[config.mk]
export PLATFORM = sky130hd
export DESIGN_NAME = pipe_hazard_ctrl
export DESIGN_NICKNAME = d
export VERILOG_FILES = /design/src/rtl/pipe_ctrl_pkg.sv /design/src/rtl/md_occupancy_counter.sv /design/src/rtl/pipe_hazard_ctrl.sv
export SDC_FILE = /design/constraint.sdc
export NUM_CORES = 1
export LEC_CHECK = 0
export ABC_AREA = 0
export CAP_MARGIN = 20
export CORE_MARGIN = 1.5
export CORE_UTILIZATION = 35
export CTS_BUF_LIST = sky130_fd_sc_hd__clkbuf_8
export DETAILED_ROUTE_END_ITERATION = 12
export GPL_ROUTABILITY_DRIVEN = 0
export PLACE_DENSITY_LB_ADDON = 0.3
export SYNTH_ARGS = -nofsm -noshare
export SYNTH_HDL_FRONTEND = slang
export SYNTH_SLANG_ARGS = --single-unit
[constraint.sdc]
create_clock -name clk -period 3.95 [get_ports clk]
set_input_delay 0.5925 -clock clk [delete_from_list [all_inputs] [get_ports clk]]
set_output_delay 0.5925 -clock clk [all_outputs]
set_load 0.005 [all_outputs]
[src/rtl/pipe_ctrl_pkg.sv]
// rtl/pipe_ctrl_pkg.sv - shared types and constants for the pipeline hazard controller
package pipe_ctrl_pkg;

  typedef enum logic {
    IDLE    = 1'b0,
    MD_BUSY = 1'b1
  } md_state_e;

  localparam logic [4:0] REG_ZERO        = 5'd0;
  localparam logic [5:0] BUBBLE_OPCODE   = 6'b111111;
  localparam int         MD_MULT_LAT_DEF = 5;
  localparam int         MD_DIV_LAT_DEF  = 32;
  localparam int         CNT_W_DEF       = 16;

  // Down-counter width; LAT-1 always fits in clog2(LAT) bits for LAT >= 2.
  function automatic int md_cnt_width(input int mult_lat, input int div_lat);
    return $clog2((mult_lat > div_lat) ? mult_lat : div_lat);
  endfunction

endpackage

[src/rtl/md_occupancy_counter.sv]
// rtl/md_occupancy_counter.sv - HI/LO unit occupancy tracker (load on MD accept, count down to idle)
module md_occupancy_counter
  import pipe_ctrl_pkg::*;
#(
  parameter int MD_MULT_LAT = MD_MULT_LAT_DEF,
  parameter int MD_DIV_LAT  = MD_DIV_LAT_DEF
) (
  input  logic clk,
  input  logic rst,
  input  logic i_start,
  input  logic i_is_div,
  output logic o_busy
);

  localparam int CW = md_cnt_width(MD_MULT_LAT, MD_DIV_LAT);
  localparam logic [CW-1:0] MULT_LOAD = CW'(MD_MULT_LAT - 1);
  localparam logic [CW-1:0] DIV_LOAD  = CW'(MD_DIV_LAT - 1);

  md_state_e     r_state;
  md_state_e     w_state_nxt;
  logic [CW-1:0] r_cnt;
  logic [CW-1:0] w_cnt_nxt;

  always_ff @(posedge clk) begin
    if (rst) begin
      r_state <= IDLE;
      r_cnt   <= '0;
    end else begin
      r_state <= w_state_nxt;
      r_cnt   <= w_cnt_nxt;
    end
  end

  always_comb begin
    w_state_nxt = r_state;
    w_cnt_nxt   = r_cnt;
    case (r_state)
      IDLE: begin
        if (i_start) begin
          w_state_nxt = MD_BUSY;
          w_cnt_nxt   = i_is_div ? DIV_LOAD : MULT_LOAD;
        end
      end
      MD_BUSY: begin
        if (r_cnt > CW'(1)) begin
          w_cnt_nxt = r_cnt - CW'(1);
        end else begin
          w_state_nxt = IDLE;
          w_cnt_nxt   = '0;
        end
      end
      default: begin
        w_state_nxt = IDLE;
        w_cnt_nxt   = '0;
      end
    endcase
  end

  assign o_busy = (r_state == MD_BUSY) & ~rst;

endmodule

[src/rtl/pipe_hazard_ctrl.sv]
// rtl/pipe_hazard_ctrl.sv - load-use / HI-LO / branch stall scheduler; HAZARD_PERF_CNT_EN adds stall_cycles
module pipe_hazard_ctrl
  import pipe_ctrl_pkg::*;
#(
  parameter int MD_MULT_LAT = MD_MULT_LAT_DEF,
  parameter int MD_DIV_LAT  = MD_DIV_LAT_DEF,
  parameter int CNT_W       = CNT_W_DEF
) (
  input  logic       clk,
  input  logic       rst,
  input  logic [4:0] id_rs,
  input  logic [4:0] id_rt,
  input  logic       id_uses_rs,
  input  logic       id_uses_rt,
  input  logic       id_is_md,
  input  logic       id_md_is_div,
  input  logic       id_reads_hilo,
  input  logic       ex_is_load,
  input  logic [4:0] ex_rt,
  input  logic       ex_branch_taken,
  output logic       pc_stall,
  output logic       ifid_hold,
  output logic       ifid_flush,
  output logic       idex_flush,
  output logic       md_busy
`ifdef HAZARD_PERF_CNT_EN
  ,
  output logic [CNT_W-1:0] stall_cycles
`endif
);

  logic w_load_use;
  logic w_md_busy;
  logic w_md_haz;
  logic w_stall;
  logic w_md_start;

  assign w_load_use = ex_is_load & (ex_rt != REG_ZERO) &
                      ((id_uses_rs & (id_rs == ex_rt)) | (id_uses_rt & (id_rt == ex_rt)));
  assign w_md_haz   = w_md_busy & (id_reads_hilo | id_is_md);
  assign w_stall    = w_load_use | w_md_haz;
  // A redirect squashes the ID-stage MD, so it never reaches the unit.
  assign w_md_start = id_is_md & ~w_stall & ~ex_branch_taken;

  md_occupancy_counter #(
    .MD_MULT_LAT (MD_MULT_LAT),
    .MD_DIV_LAT  (MD_DIV_LAT)
  ) u_md_occ (
    .clk      (clk),
    .rst      (rst),
    .i_start  (w_md_start),
    .i_is_div (id_md_is_div),
    .o_busy   (w_md_busy)
  );

  always_comb begin
    pc_stall   = 1'b0;
    ifid_hold  = 1'b0;
    ifid_flush = 1'b0;
    idex_flush = 1'b0;
    if (!rst) begin
      if (ex_branch_taken) begin
        ifid_flush = 1'b1;
        idex_flush = 1'b1;
      end else if (w_stall) begin
        pc_stall   = 1'b1;
        ifid_hold  = 1'b1;
        idex_flush = 1'b1;
      end
    end
  end

  assign md_busy = w_md_busy;

`ifdef HAZARD_PERF_CNT_EN
  logic [CNT_W-1:0] r_stall_cycles;

  always_ff @(posedge clk) begin
    if (rst) begin
      r_stall_cycles <= '0;
    end else if (pc_stall && (r_stall_cycles != {CNT_W{1'b1}})) begin
      r_stall_cycles <= r_stall_cycles + CNT_W'(1);
    end
  end

  assign stall_cycles = r_stall_cycles;
`endif

endmodule

==> metrics, run 1 <==
postcts setup bufs 0; final hold viol count 0; Synth Area in Compound Gates 0.221; crit-path cells clkdlybuf4s50_1 -> xnor2_1 -> nand4_1 -> o22ai_2 -> o211ai_4 -> a211oi_1 -> clkdlybuf4s50_1; final instance area 876 sq um; routed length per instance 11.3 um; synth cell count leaders xnor2_1, nor2_1, nand2_1, dfxtp_1, inv_1; min-delay worst type flop to flop; static leakage 0.000312 uW; initial core utilization 0.369; synthesized area 549 sq um; CTS tree yes; # H-tree levels 1; top post-synthesis cells by area dfxtp_1, xnor2_1, nor2_1; IO Count 29; largest family of logic cells by synthesized area simple AND/OR/NAND/NOR gates; hold buffer count at cts 0; share of layout cells above drive strength 1 0.0800; Cells after Synth 72; final setup fails 0; first drt pass iteration count 4; sequential share of power 0.302; drt drc 0; Detail Placement HPWL 1.06 mm; sw frac 0.285; final net count 128; Worst VDD drop 0.156 mV; Routed WL 1.31 mm; Filler Cells Inserted 128; # resized after CTS 0; WP data arrival 2620 ps; min Tclk post-route 3210 ps; Placement Rows 14; WS Path Type primary input to output port; GRT Overall Usage 0.156; core area 1490 sq um; Worst Path Required 3360 ps; xor/xnor cell area share of the yosys netlist 0.191; drt first-iter violations 12; first-pass GRT wire length 2.22 mm; Post-DRT Antenna Nets 0; largest net degree at the start of global routing 14; TritonCTS buffer count 3; P per Cell Area 291 nW/um^2; CTS Sinks 6; vias after detailed routing 613; full die area 1820 sq um; Final period util 0.812; crit-path most repeated cell clkdlybuf4s50_1; Layout area overhead 59.5%; Max-Cap Viols 0; Worst Tran Pin Value 518 ps; leading area contributor after synthesis dfxtp_1; Net Switching 72.7 uW; Max clock buf depth 2; Die X 42.6 um; top cell type's share of synthesized area 0.219; Placed Area 835 sq um; part of the power in combinational logic 0.328; Top delay family on crit path buffers and inverters; fraction of registers with async set/reset 0; vias per inst 5.28; Slowest-stage cell, CP clkdlybuf4s50_1; root buffer cell clkbuf_8; Diodes inserted 0; post-synthesis adder-cell area fraction 0.0456; post-synth cell types 27; relative slew slack 0.651; number of synthesized register bits 6; vias in the first global route 540; global route overflow 0; unrepaired setup endpoints after global routing no; Max stage delay on crit path 580 ps; status finished clean; yosys warns 0; Worst setup SP type primary input; initial antenna violation count 0; Fmax achieved 312 MHz; Mean Syn Cell Area 7.63 sq um; EDFF count, synth 0; post-route setup TNS 0 ps; syn_nets 98; clk_lat worst skew 230 ps; Clock Pin Slew Worst Setup and Hold Paths 40 ps; Max Slew Vio Count 0; port buffer count 28; Layout Skew 2.24 ps; count leader, synth xnor2_1; Crit. End Element output port; Worst Path Buf+Inv 2; die height 42.6 um; Int Power 182 uW; clock power share 0.370; post-synthesis mux area share 0; worst-path fanout max 7; Simple-Gate Fraction of Synth Area 0.269; post-synthesis sequential area ratio 0.219; Main synth FF type dfxtp_1
[final timing paths]
kind,from,endpoint,slack [ps],cells after the start
worst max-delay path,ex_rt[0],pc_stall,740,7
worst min-delay path,u_md_occ.r_cnt[2],u_md_occ.r_cnt[2],540,2
worst max register to register,u_md_occ.r_cnt[1],u_md_occ.r_cnt[1],2070,6
worst min register to register,u_md_occ.r_cnt[2],u_md_occ.r_cnt[2],540,2
[final cells by class]
class,count,area (sq um),area share
Clock buffer,3,41.3,0.0471
Sequential cell,6,120,0.137
Inverter,4,15.0,0.0171
Tap cell,16,20.0,0.0229
Timing Repair Buffer,28,280,0.320
Multi-Input combinational cell,59,399,0.456
[metrics by stage]
step / hold WS [ps] / power (uW) / std cells / util / setup WS [ps]
floorplan: 495 / 123 / 72 / - / 1700
global placement: 517 / 160 / 113 / 0.561 / 779
detailed placement: 524 / 162 / 113 / 0.561 / 736
CTS: 535 / 256 / 116 / 0.588 / 719
global route: 579 / 268 / 116 / 0.588 / 629
finish: 537 / 255 / 116 / 0.588 / 741
[registers in the layout (all words and copies together), names as in the netlist]
signal / cells
u_md_occ.r_cnt: 5
u_md_occ.r_state: 1
[cell usage in the layout (no fill, tap or decap), drive strengths merged, types with 3 or more instances in the layout]
master	n
dfxtp	6
xnor2	11
nand2	8
inv	4
clkbuf	3
nand3	3
a221oi	3
a31oi	3
nor2	9
clkdlybuf4s50	28
[worst register-to-register path, cell delays in order (launching register included)]
cell and delay [ps]:
dfxtp_1 370, inv_1 80, ha_1 170, o21ai_0 440, nand2_1 190, or2_2 310
a221oi_1 240
[power by group through the flow]
stage          combinational [uW]  clock [uW]  sequential, uW
6_report                     83.7        94.3            77.1
3_3_place_gp                 82.5           0            77.3
4_1_cts                      84.3        95.0            76.9
3_5_place_dp                 83.8           0            77.8
2_1_floorplan                48.7           0            74.0
5_1_grt                      93.2        96.1            78.6
[layer usage]
| layer | GRT usage | vias to the layer above | part of all wire | wire [um] |
|---|---|---|---|---|
| met4 | 0.0563 | 0 | 0.014 | 18 |
| met5 | 0 | - | 0 | 0 |
| met2 | 0.265 | 27 | 0.49 | 635 |
| li1 | - | 313 | - | - |
| met1 | 0.204 | 271 | 0.45 | 587 |
| met3 | 0.0129 | 2 | 0.049 | 64 |
[cells by family (layout without fill, tap and decap cells)]
group,after synthesis,count (layout)
xor gates and xnor gates,12,12
buffers and inverters,7,35
and+or+nand+nor,30,30
adders and majority gates,2,2
DFF,6,6
AOI/OAI and AO/OA,15,15
No activity file was read; power rests on OpenSTA's default activity.
==> inputs of run 2 (changes only) <==
clock period = 2.7 ns   (was 3.95 ns; I/O delays follow)
==> run 2 against run 1 <==
Effect of this change: cell count up 5.2%; largest cell class unchanged; clock skew down 1.2 ps; power up 47%; largest power group unchanged; count of clock-buffer cells in the layout unchanged; clock power up 42%; cell area up 7.0%; critical path type unchanged; critical path depth down 1.
==> metrics, run 2 (synthesis gave the netlist of run 1 again) <==
Filler Cells Inserted 129 (+0.78%); commonest non-fill, non-tap cells in the layout clkdlybuf4s50_1, xnor2_1, nor2_1; Util after Layout 0.629 (+0.0412); Detail Placement HPWL 1.10 mm (+3.5%); P per Cell Area 399 nW/um^2 (+37%); final instance area 937 sq um (+7.0%); hold buffer count at cts 0 (unchanged); sw frac 0.276 (-0.00884); # H-tree levels 1 (unchanged); clk_lat worst skew 220 ps (about the same); share of layout cells above drive strength 1 0.142 (+0.0615); Net Switching 103 uW (+42%); first-pass GRT wire length 2.37 mm (+6.8%); part of the power in combinational logic 0.348 (+0.020); Crit. End Element output port; Diodes inserted 0 (unchanged); die height 42.6 um (unchanged); Worst Tran Pin Value 410 ps (-107 ps); drt drc 0 (unchanged); clock power share 0.359 (-0.011); vias after detailed routing 623 (+1.6%); Layout area overhead 70.6%; CTS tree yes; root buffer cell clkbuf_8; Die X 42.6 um (unchanged); Clock Pin Slew Worst Setup and Hold Paths 40 ps (about the same); Worst VDD drop 0.163 mV (+4.7%); Max clock buf depth 2 (unchanged); Placed Area 880 sq um (+5.4%); full die area 1820 sq um (unchanged); Placement Rows 14 (unchanged); TritonCTS buffer count 3 (unchanged); routed length per instance 10.7 um (-5.1%); Routed WL 1.30 mm (-0.23%); final setup fails 0 (unchanged); initial core utilization 0.369 (unchanged); min-delay worst type flop to flop; sequential share of power 0.293 (-0.009); Worst Path Required 2300 ps (-1060 ps); Max-Cap Viols 0 (unchanged); R2R depth 6 (unchanged); static leakage 0.000412 uW (+32%); relative slew slack 0.723 (+0.0722); final hold viol count 0 (unchanged); Final Worst Setup Slack 343 ps (-399 ps); postcts setup bufs 0 (unchanged); Worst setup SP type primary input; Placed Cells 119 (+5.3%); Layout Skew 0.989 ps (-1.25 ps); Fmax achieved 424 MHz; final net count 134 (+4.7%); vias per inst 5.11 (-3.4%); min Tclk post-route 2360 ps; initial antenna violation count 0 (unchanged); drt first-iter violations 8 (-4); first drt pass iteration count 4 (unchanged); core area 1490 sq um (unchanged); commonest non-fill, non-tap cell in the layout clkdlybuf4s50_1; global route overflow 0 (unchanged); largest net degree at the start of global routing 13 (-1); IO Count 29 (unchanged); top flop regs u_md_occ.r_cnt x5, u_md_occ.r_state x1; CTS Sinks 6 (unchanged); Max Slew Vio Count 0 (unchanged); Post-DRT Antenna Nets 0 (unchanged); WS Path Type primary input to output port; non-filler cells, final 122 (+5.2%); Hold Path Stages 2 (unchanged); worst-path fanout max 3 (-4); WP data arrival 1950 ps (-670 ps); vias in the first global route 590 (+9.3%); Int Power 271 uW (+48%); status finished clean; pre-CTS setup slack -64.2 ps (-800 ps); Final period util 0.873; unrepaired setup endpoints after global routing no; max reg flops 5 (unchanged); port buffer count 28 (unchanged); Largest Register u_md_occ.r_cnt; GRT Overall Usage 0.170 (+0.0137)
## run 2: cell count changes in the layout (fill, tap and decap cells not counted)
cell	previous run	this run
a211oi_2	0	1
buf_4	0	6
dlygate4sd2_1	0	1
clkdlybuf4s50_1	28	22
dlymetal6s2s_1	0	5
a211oi_1	1	0
## run 2: layout make-up
class	instances	area, sq um	share of cell area
repair buffers	34	337	0.359
multi-input cells	59	404	0.431
inverters	4	15.0	0.0160
well taps	16	20.0	0.0214
clock buffers	3	41.3	0.0441
flip-flops and latches	6	120	0.128
## run 2: stage by stage
| step | total power, uW | hold WS (ps) | setup TNS [ps] |
|---|---|---|---|
| 6_report | 374 | 538 | 0 |
| 5_1_grt | 395 | 559 | 0 |
| 4_1_cts | 377 | 531 | 0 |
| 3_5_place_dp | 242 | 525 | -126 |
| 3_3_place_gp | 240 | 513 | -126 |
| 2_1_floorplan | 180 | 495 | 0 |
## run 2: power groups by stage
stage / clock [uW] / sequential, uW / combinational [uW]
final: 134 / 110 / 130
after global routing: 138 / 111 / 146
after CTS: 136 / 109 / 132
after detailed placement: 0 / 110 / 131
after global placement: 0 / 110 / 130
after floorplan: 0 / 108 / 71.3
## run 2: repair_timing
item                                    in CTS  in global routing
pin swaps                                    1                  1
endpoints found under the setup margin       2                  3
gates resized for setup                      2                  5
## run 2: critical path, stage by stage
cell,delay [ps]
clkdlybuf4s50_1,450
buf_4,150
or4_4,490
o211ai_4,200
a211oi_2,100
dlymetal6s2s_1,160
## run 2: final timing paths
kind	start	end	slack, ps
hold reg to reg	u_md_occ.r_cnt[2]	u_md_occ.r_cnt[2]	540
hold / removal	u_md_occ.r_cnt[2]	u_md_occ.r_cnt[2]	540
setup reg to reg	u_md_occ.r_cnt[1]	u_md_occ.r_cnt[1]	920
setup / recovery	ex_rt[3]	ifid_hold	340
## run 2: layer usage
metal	wire [um]	track usage	vias to the layer above
li1	-	-	322
met1	556	0.205	273
met2	628	0.280	26
met3	100	0.0431	2
met4	17	0.0750	0
met5	0	0	-
